--- config.mk ---
export PLATFORM = sky130hd
export DESIGN_NAME = hsv_pixel_sched_flat
export DESIGN_NICKNAME = d
export VERILOG_FILES = /design/src/rtl/hsv_pixel_sched_if.sv /design/src/rtl/hsv_pixel_sched.sv /design/src/flat_wrapper.sv
export SDC_FILE = /design/constraint.sdc
export NUM_CORES = 1
export LEC_CHECK = 0
export ABC_AREA = 1
export CORE_MARGIN = 5
export CORE_UTILIZATION = 30
export CTS_BUF_LIST = sky130_fd_sc_hd__clkbuf_2 sky130_fd_sc_hd__clkbuf_4 sky130_fd_sc_hd__clkbuf_8
export DETAILED_ROUTE_END_ITERATION = 10
export GPL_TIMING_DRIVEN = 0
export PLACE_DENSITY = 0.52
export SLEW_MARGIN = 20
export SYNTH_ARGS = -nofsm -noshare
export SYNTH_HDL_FRONTEND = slang
export SYNTH_SLANG_ARGS = --single-unit
--- constraint.sdc ---
create_clock -name pclk -period 4.4 [get_ports pclk]
set_input_delay 0.44 -clock pclk [delete_from_list [all_inputs] [get_ports pclk]]
set_output_delay 0.44 -clock pclk [all_outputs]
set_load 0.1 [all_outputs]
--- src/rtl/hsv_pixel_sched_if.sv ---
// hsv_pixel_sched_if: camera, converter and result-stream signals of hsv_pixel_sched (HSV_SCHED_STATS_EN adds drop_cnt/conv_cnt)
interface hsv_pixel_sched_if #(parameter int IDX_W = 19);
    logic             frame_start;
    logic             pix_valid;
    logic [23:0]      pix_rgb;
    logic             cvt_enable;
    logic [23:0]      cvt_rgb;
    logic [23:0]      cvt_hsv;
    logic             cvt_done;
    logic             hsv_valid;
    logic             hsv_ready;
    logic [23:0]      hsv_data;
    logic [IDX_W-1:0] hsv_idx;
    logic             overflow_err;
    logic             timeout_err;
    logic             clear_err;
`ifdef HSV_SCHED_STATS_EN
    logic [15:0]      drop_cnt;
    logic [15:0]      conv_cnt;
`endif
    modport master (
        input  frame_start, pix_valid, pix_rgb, cvt_hsv, cvt_done, hsv_ready, clear_err,
        output cvt_enable, cvt_rgb, hsv_valid, hsv_data, hsv_idx, overflow_err, timeout_err
`ifdef HSV_SCHED_STATS_EN
        , drop_cnt, conv_cnt
`endif
    );
    modport slave (
        output frame_start, pix_valid, pix_rgb, cvt_hsv, cvt_done, hsv_ready, clear_err,
        input  cvt_enable, cvt_rgb, hsv_valid, hsv_data, hsv_idx, overflow_err, timeout_err
`ifdef HSV_SCHED_STATS_EN
        , drop_cnt, conv_cnt
`endif
    );
endinterface

--- src/rtl/hsv_pixel_sched.sv ---
// hsv_pixel_sched: FIFO-buffered scheduler feeding rgb2hsv_clk one pixel at a time (HSV_SCHED_STATS_EN adds drop/conversion counters)
module hsv_pixel_sched #(
    parameter int FIFO_DEPTH = 8,
    parameter int IDX_W      = 19,
    parameter int TIMEOUT    = 63
) (
    input logic pclk,
    input logic rst,
    hsv_pixel_sched_if.master bus
);
    localparam int AW = $clog2(FIFO_DEPTH);
    localparam int WW = $clog2(TIMEOUT + 1);
    typedef enum logic [1:0] {IDLE, ISSUE, WAIT, OUT} state_t;
    state_t           state;
    logic [IDX_W+23:0] mem [FIFO_DEPTH];
    logic [AW-1:0]    wr_ptr, rd_ptr;
    logic [AW:0]      count;
    logic [IDX_W-1:0] idx_cnt, tag, cur_idx;
    logic [WW-1:0]    wait_cnt;
    logic             done_q, empty, full, pop, push, drop, rise, tmo, xfer;
    // Handshake decisions; a full FIFO still accepts when the head leaves this cycle
    always_comb begin
        empty = count == '0;
        full  = count == (AW+1)'(FIFO_DEPTH);
        pop   = state == IDLE && !empty && !bus.cvt_done;
        push  = bus.pix_valid && (!full || pop);
        drop  = bus.pix_valid && full && !pop;
        rise  = state == WAIT && bus.cvt_done && !done_q;
        tmo   = state == WAIT && !rise && wait_cnt == WW'(TIMEOUT - 1);
        xfer  = state == OUT && bus.hsv_ready;
        tag   = bus.frame_start ? '0 : idx_cnt;
    end
    // Per-frame index: every strobed pixel, dropped or not, consumes one index
    always_ff @(posedge pclk) begin
        if (rst)
            idx_cnt <= '0;
        else if (bus.pix_valid)
            idx_cnt <= tag + 1'b1;
        else if (bus.frame_start)
            idx_cnt <= '0;
    end
    // FIFO storage, no reset needed since occupancy is tracked by count
    always_ff @(posedge pclk) begin
        if (push)
            mem[wr_ptr] <= {tag, bus.pix_rgb};
    end
    // FIFO pointers and occupancy
    always_ff @(posedge pclk) begin
        if (rst) begin
            wr_ptr <= '0;
            rd_ptr <= '0;
            count  <= '0;
        end else begin
            wr_ptr <= wr_ptr + AW'(push);
            rd_ptr <= rd_ptr + AW'(pop);
            count  <= count + (AW+1)'(push) - (AW+1)'(pop);
        end
    end
    // Issue/wait/output sequencer with registered converter and result outputs
    always_ff @(posedge pclk) begin
        if (rst) begin
            state         <= IDLE;
            bus.cvt_enable <= 1'b0;
            bus.cvt_rgb   <= '0;
            bus.hsv_valid <= 1'b0;
            bus.hsv_data  <= '0;
            bus.hsv_idx   <= '0;
            cur_idx       <= '0;
            wait_cnt      <= '0;
            done_q        <= 1'b0;
        end else begin
            done_q <= bus.cvt_done;
            case (state)
                IDLE: if (pop) begin
                    bus.cvt_enable <= 1'b1;
                    bus.cvt_rgb    <= mem[rd_ptr][23:0];
                    cur_idx        <= mem[rd_ptr][IDX_W+23:24];
                    state          <= ISSUE;
                end
                ISSUE: begin
                    bus.cvt_enable <= 1'b0;
                    wait_cnt       <= '0;
                    state          <= WAIT;
                end
                WAIT: begin
                    wait_cnt <= wait_cnt + 1'b1;
                    if (rise) begin
                        bus.hsv_data  <= bus.cvt_hsv;
                        bus.hsv_idx   <= cur_idx;
                        bus.hsv_valid <= 1'b1;
                        state         <= OUT;
                    end else if (tmo)
                        state <= IDLE;
                end
                OUT: if (bus.hsv_ready) begin
                    bus.hsv_valid <= 1'b0;
                    state         <= IDLE;
                end
            endcase
        end
    end
    // Sticky errors; a new event beats a simultaneous clear
    always_ff @(posedge pclk) begin
        if (rst) begin
            bus.overflow_err <= 1'b0;
            bus.timeout_err  <= 1'b0;
        end else begin
            bus.overflow_err <= drop || (bus.overflow_err && !bus.clear_err);
            bus.timeout_err  <= tmo || (bus.timeout_err && !bus.clear_err);
        end
    end
`ifdef HSV_SCHED_STATS_EN
    // Frame statistics; an event on the frame_start cycle counts toward the new frame
    always_ff @(posedge pclk) begin
        if (rst) begin
            bus.drop_cnt <= '0;
            bus.conv_cnt <= '0;
        end else if (bus.frame_start) begin
            bus.drop_cnt <= 16'(drop);
            bus.conv_cnt <= 16'(xfer);
        end else begin
            bus.drop_cnt <= bus.drop_cnt + 16'(drop && bus.drop_cnt != 16'hFFFF);
            bus.conv_cnt <= bus.conv_cnt + 16'(xfer);
        end
    end
`endif
endmodule
--- src/flat_wrapper.sv ---
// flat-port wrapper written by rule: the top's interface ports become plain ports
module hsv_pixel_sched_flat 
#(
    parameter int FIFO_DEPTH = 8,
    parameter int IDX_W      = 19,
    parameter int TIMEOUT    = 63
)
  (pclk, rst, bus_frame_start, bus_pix_valid, bus_pix_rgb, bus_cvt_hsv, bus_cvt_done, bus_hsv_ready, bus_clear_err, bus_cvt_enable, bus_cvt_rgb, bus_hsv_valid, bus_hsv_data, bus_hsv_idx, bus_overflow_err, bus_timeout_err);
  hsv_pixel_sched_if #(.IDX_W(IDX_W)) bus_i ();
  input logic pclk;
  input logic rst;
  input wire logic [$bits(bus_i.frame_start)-1:0] bus_frame_start;
  input wire logic [$bits(bus_i.pix_valid)-1:0] bus_pix_valid;
  input wire logic [$bits(bus_i.pix_rgb)-1:0] bus_pix_rgb;
  input wire logic [$bits(bus_i.cvt_hsv)-1:0] bus_cvt_hsv;
  input wire logic [$bits(bus_i.cvt_done)-1:0] bus_cvt_done;
  input wire logic [$bits(bus_i.hsv_ready)-1:0] bus_hsv_ready;
  input wire logic [$bits(bus_i.clear_err)-1:0] bus_clear_err;
  output wire logic [$bits(bus_i.cvt_enable)-1:0] bus_cvt_enable;
  output wire logic [$bits(bus_i.cvt_rgb)-1:0] bus_cvt_rgb;
  output wire logic [$bits(bus_i.hsv_valid)-1:0] bus_hsv_valid;
  output wire logic [$bits(bus_i.hsv_data)-1:0] bus_hsv_data;
  output wire logic [$bits(bus_i.hsv_idx)-1:0] bus_hsv_idx;
  output wire logic [$bits(bus_i.overflow_err)-1:0] bus_overflow_err;
  output wire logic [$bits(bus_i.timeout_err)-1:0] bus_timeout_err;
  assign bus_i.frame_start = bus_frame_start;
  assign bus_i.pix_valid = bus_pix_valid;
  assign bus_i.pix_rgb = bus_pix_rgb;
  assign bus_i.cvt_hsv = bus_cvt_hsv;
  assign bus_i.cvt_done = bus_cvt_done;
  assign bus_i.hsv_ready = bus_hsv_ready;
  assign bus_i.clear_err = bus_clear_err;
  assign bus_cvt_enable = bus_i.cvt_enable;
  assign bus_cvt_rgb = bus_i.cvt_rgb;
  assign bus_hsv_valid = bus_i.hsv_valid;
  assign bus_hsv_data = bus_i.hsv_data;
  assign bus_hsv_idx = bus_i.hsv_idx;
  assign bus_overflow_err = bus_i.overflow_err;
  assign bus_timeout_err = bus_i.timeout_err;
  hsv_pixel_sched #(.FIFO_DEPTH(FIFO_DEPTH), .IDX_W(IDX_W), .TIMEOUT(TIMEOUT)) u_core (.pclk(pclk), .rst(rst), .bus(bus_i));
endmodule
==> Word-level counts from Yosys, hierarchy flattened <==
Memory sizes are Yosys's and may differ from the RTL's. A register that Yosys moved wholly into a read port is not among the register bits.
Index checks and enable logic that the tools add are counted.
W data, S select, Z words.
{ "word_totals": {"ff_bits": 85, "ramBits": 344, "input_bits": 55, "out_inout_bits": 71, "elab_cells": 75, "memories": 1} }
{ "classes": {"addsub": 6, "n_eq_ne": 9, "n_mux": 15, "n_reduce_logical": 31} }
{ "mem_list": {"columns": ["memory", "words", "word_bits", "rd", "rd_clocked_by_memory_dff", "write_ports", "line", "source"], "rows": [
  ["u_core.mem", 8, 43, 1, 1, 1, "hsv_pixel_sched.sv:15", "logic [IDX_W+23:0] mem [FIFO_DEPTH];"]
]} }
{ "op_table": {"columns": ["cell", "n"], "rows": [
  ["$mux W19", 2],
  ["$add A19 B1 Y19 const B", 1],
  ["$pmux W6 S2", 1],
  ["$logic_and A1 B1 Y1", 11],
  ["$mux W2", 4],
  ["$pmux W2 S4", 1],
  ["$logic_not A1 Y1", 7],
  ["$add A3 B1 Y3", 2],
  ["$add A6 B1 Y6 const B", 1],
  ["$eq A6 B6 Y1 const B", 1],
  ["$reduce_and A2 Y1", 3],
  ["$reduce_and A3 Y1", 2],
  ["$reduce_bool A2 Y1", 3],
  ["$mux W1", 5],
  ["$add A4 B1 Y4", 1],
  ["$eq A2 B2 Y1 const B", 2],
  ["$eq A4 B4 Y1 const B", 1],
  ["$logic_not A4 Y1", 1],
  ["$ne A2 B1 Y1 const B", 2],
  ["$pmux W1 S2", 2],
  ["$sub A4 B1 Y4", 1],
  ["$logic_or A1 B1 Y1", 3],
  ["$ne A3 B1 Y1 const B", 1],
  ["$eq A2 B1 Y1 const B", 1],
  ["2 further kinds", 2]
]} }

==> Depth between registers and ports, before layout <==
{ "depth": {"depth_word": 9, "mapped_depth": 13, "ltp_nobuf": 12} }

==> Worst setup path after synthesis <==
No wires, ideal clock.
{ "synth_path": {"path_kind": "reg2reg", "from": "reg u_core.state[1]", "to": "mem u_core.mem[0][0] in the netlist's numbering, enable pin", "setup_time_ps": 444, "t_arrival_ps": 2996, "t_required_ps": 3956, "path_slack_ps": 960, "path_stages_with_launch": 7, "n_path_buf": 0, "period_less_slack_ps": 3440, "path_cell_list": "dfxtp_1 -> inv_1 -> ha_1 -> nand3_2 -> a21oi_1 -> nand2_1 -> nor2_1"} }
{ "synth_between": {"elab_chain_cells": 7} }
{ "synth_rtl": {"columns": ["item", "line", "source"], "rows": [
  ["start, declared", "hsv_pixel_sched.sv:14", "state_t state;"],
  ["start signal, assigned", "hsv_pixel_sched.sv:62", "state <= IDLE;"],
  ["start signal, assigned", "hsv_pixel_sched.sv:78", "state <= ISSUE;"],
  ["start signal, assigned", "hsv_pixel_sched.sv:83", "state <= WAIT;"],
  ["$logic_not A2 Y1", "hsv_pixel_sched.sv:25", "pop = state == IDLE && !empty && !bus.cvt_done;"],
  ["$logic_and A1 B1 Y1 (2 in a row)", "hsv_pixel_sched.sv:25", null],
  ["$logic_or A1 B1 Y1", "hsv_pixel_sched.sv:26", "push = bus.pix_valid && (!full || pop);"],
  ["$logic_and A1 B1 Y1", "hsv_pixel_sched.sv:26", null],
  ["$mux W1", "hsv_pixel_sched.sv:44", "if (push)"],
  ["$mux W1 (implied by the code)", "hsv_pixel_sched.sv:45", "mem[wr_ptr] <= {tag, bus.pix_rgb};"],
  ["end, declared", "hsv_pixel_sched.sv:15", null]
]} }
No other way between the ends.

==> Worst setup path in the final report <==
{ "layout_path": {"from": "reg u_core.state[1]", "to": "mem u_core.mem[6][4] in the netlist's numbering, enable pin"} }
The elaborated chain is that of the path after synthesis.

==> summary.txt <==
Run status
  • Status: finished, final reports clean

Hold path
  • WHS Path Cells: 2
  • Worst hold path endpoint: u_core.bus.overflow_err$_SDFF_PP0_
  • Beginning of the worst hold path: rst
  • Hold WC Path Type: input port to flip-flop

Critical path
  • Delay-heaviest family, CP: simple AND/OR/NAND/NOR gates
  • Worst r2r dst: u_core.mem[6][4]$_DFFE_PP_
  • Crit path arrival time: 3.36 ns
  • CP Capture Type: flip-flop
  • CP Depth: 8
  • Crit start category: flip-flop
  • Worst r2r src: u_core.state[1]$_SDFFE_PP0P_
  • Reg2Reg Depth: 8
  • CP max FO: 16
  • Worst path cell trace: inv_1, ha_1, nand3_2, a21oi_1, nand2_1, nor2_4, buf_12, buf_16
  • Critical path type: flip-flop to flip-flop
  • Worst reg-to-reg setup slack: 1.40 ns
  • Worst path max stage delay: 0.56 ns
  • CP max-delay cell: nor2_4
  • Worst path bufs/invs: 3
  • CP Data Required Time: 4.76 ns

Power and ir drop
  • Gate power share: 0.279
  • Power Dens Cells: 571.6 nW/µm²
  • Switching part of the total: 0.3529
  • P_leak: 8.273 nW
  • Sequential power share: 0.402
  • Internal power: 8.619 mW
  • Sw power: 4.701 mW
  • Power share of the clock group: 0.319
  • VDD IR-drop max: 0.0004275 V

Timing
  • Fin crit share: 0.6816
  • Final slew viol count: 0
  • RSZ-0062 raised after global routing: no
  • Final count of negative-setup-slack endpoints: 0
  • Clock skew: 0.04750 ns
  • Tightest Pin Transition: 1.054 ns
  • Final worst slack: 1.401 ns
  • Slew headroom: 0.2949
  • Final Hold Viols: 0
  • Post-route minimum period: 2.999 ns
  • Fmax: 333.5 MHz

Global route
  • Remaining Overflow, GRT: 0
  • Met3 GRT Util: 0.02902
  • Gr usage total: 0.1517
  • GRT busiest layer: met2
  • Grt met1 use: 0.1946
  • Initial antenna violation count: 1
  • Vias in the first global route: 13020
  • Largest net degree at the start of global routing: 21
  • Met2 GRT Util: 0.2594
  • First-pass GRT wire length: 78.59 mm

Yosys
  • Syn Inst Count: 1638
  • Synthesized Nets: 1710
  • Distinct cells, synth: 39
  • Synthesized cell area: 18800 µm²
  • Asr flop ratio synth: 0
  • FF+latch count, synth: 472
  • Yosys Warn Count: 0
  • Seq/Total Area, Yosys: 0.6859
  • Syn_area_per_cell: 11.48 µm²
  • Top_reg_cell synth: edfxtp_1
  • Number of synthesized flops with an enable pin: 344

Placed design
  • Routability cong.: 0.7843
  • Worst slack at placement: 1.050 ns
  • Hpwl dp: 34.79 mm
  • Port bufs: 124

Clock tree
  • Post-CTS Hold Fix Bufs: 0
  • CTS sink count: 472
  • TritonCTS Buffers: 84
  • Post-CTS Setup Bufs: 0
  • Later-pin clock latency in the skew report: 0.68 ns
  • H-tree levels: 3
  • CTS tree: built
  • Cts repair resizes: 0
  • Reg clk slew, reported paths: 0.05 ns
  • Clk buf depth: 3
  • CTS root buf: clkbuf_8

Routing
  • DR vias: 13030
  • Residual DRC: 0
  • Initial drt markers: 906
  • Final wirelength: 52.38 mm
  • Detailed-route vias per instance: 4.699
  • WL per Instance: 18.89 µm
  • Antenna-violating nets left: 0
  • 1st-pass router iterations: 5

Finish
  • Area grow syn2layout: 23.98%
  • Nets@finish: 1936
  • Share of cells above drive strength 1: 0.1390
  • Finished Core Util: 0.3762

Floorplan
  • Die Width: 260.3 µm
  • Initial Util: 0.3035
  • Height of the die: 260.3 µm
  • Core Area: 61940 µm²
  • Site Rows: 91
  • Die area: 67760 µm²
  • Num ports: 126

Run
  • Max Cap Violations: 0
==> Yosys cell counts, types with 16 or more instances <==
library cell  instances  area, µm²
dfxtp_1             128       2562
a21oi_1              87      435.4
o21ai_0             215       1076
nand2_1             151      566.8
nand3_1              21      105.1
a21oi_2              24      210.2
nor2_1              233      874.6
edfxtp_1            344      10330
inv_1               142      533.0
ha_1                 16      200.2
o211ai_1            115      863.3
clkbuf_1             52      195.2
buf_2                25      125.1
==> per-stage QoR <==
stage | hold WS (ns) | cells | setup TNS [ns] | instance area, µm² | power [mW]
2_1_floorplan | 0.4496 | 1638 | 0 | 18800 | 7.939
3_3_place_gp | 0.4573 | 2599 | -576.51 | 21090 | 9.105
3_5_place_dp | 0.4645 | 2615 | 0 | 21520 | 9.198
4_1_cts | 0.05138 | 2772 | 0 | 23300 | 13.51
5_1_grt | 0.08118 | 2773 | 0 | 23300 | 13.99
6_report | 0.1119 | 2773 | 0 | 23300 | 13.32
==> worst max-delay path by stage <==
stage	slack (ns)	startpoint	endpoint
floorplan	0.96	u_core.state[1]$_SDFFE_PP0P_	u_core.mem[0][0]$_DFFE_PP_
finish	1.40	u_core.state[1]$_SDFFE_PP0P_	u_core.mem[6][4]$_DFFE_PP_
global route	1.14	u_core.state[1]$_SDFFE_PP0P_	u_core.mem[4][18]$_DFFE_PP_
detailed placement	1.05	bus_cvt_done	u_core.mem[6][12]$_DFFE_PP_
global placement	-1.81	bus_pix_valid	u_core.mem[7][22]$_DFFE_PP_
CTS	1.35	u_core.state[1]$_SDFFE_PP0P_	u_core.mem[4][18]$_DFFE_PP_
==> layout by cell type (no fill, tap or decap), drive strengths merged <==
master         synthesis  final
edfxtp               344    344
nor2                 238    238
o21ai                229    229
clkbuf                52    191
nand2                151    151
inv                  144    149
o211ai               129    129
dfxtp                128    128
clkdlybuf4s50          0    124
a21oi                111    111
buf                   46     62
nand3                 22     22
ha                    16     16
clkinv                 5     16
nor3                   5      5
xnor2                  3      3
nand4                  3      3
nor3b                  2      2
diode                  0      1
xor2                   1      1
o21bai                 1      1
or2                    1      1
a211oi                 1      1
o21a                   1      1
o22ai                  1      1
and2                   1      1
nand3b                 1      1
and3                   1      1
fa                     1      1
bufinv                 0      1
clkinvlp               0      1
==> metal layers <==
metal	vias to the layer above	share of wire
met1	6318	0.43
met5	-	0
met3	101	0.054
met4	0	0.024
met2	380	0.49
li1	6232	-
==> flip-flops by register name, summed over array words and instances (netlist names), 2 cells and up <==
register	cells
u_core.rd_ptr	3
u_core.wait_cnt	6
u_core.idx_cnt	19
u_core.cur_idx	19
u_core.count	4
u_core.bus.hsv_data	24
u_core.bus.cvt_rgb	24
u_core.wr_ptr	3
u_core.state	2
u_core.mem	344
u_core.bus.hsv_idx	19
==> cell type report <==
cell class	instances	area, µm²
diodes	1	2.502
plain buffers	98	546.8
clock buffers	139	1625
clock inverters	18	155.1
fillers	6079	38640
inverters	149	560.5
multi-input cells	919	4857
flip-flops and latches	472	12890
well taps	837	1047
repair buffers	140	1617
==> cell families after synthesis <==
logic type      count (synthesis)  share of synthesized area
flops                         472                     0.6859
compound gates                473                     0.1521
buf+inv                       247                    0.05891
simple gates                  425                    0.08953
fa+ha+maj                      17                    0.01172
xor+xnor                        4                   0.001864
==> worst reg2reg max path, stage by stage, from the launching register on <==
cell and delay [ns]:
dfxtp_1 0.34, inv_1 0.13, ha_1 0.20, nand3_2 0.23, a21oi_1 0.42, nand2_1 0.33
nor2_4 0.56, buf_12 0.26, buf_16 0.19
==> power groups by stage <==
stage / clock network [mW] / registers, mW / logic [mW]
4_1_cts: 4.38 / 5.35 / 3.77
3_3_place_gp: 0 / 5.46 / 3.65
2_1_floorplan: 0 / 6.33 / 1.61
3_5_place_dp: 0 / 5.44 / 3.76
6_report: 4.25 / 5.35 / 3.72
5_1_grt: 4.60 / 5.38 / 4.01
No activity file was read; power rests on OpenSTA's default activity.
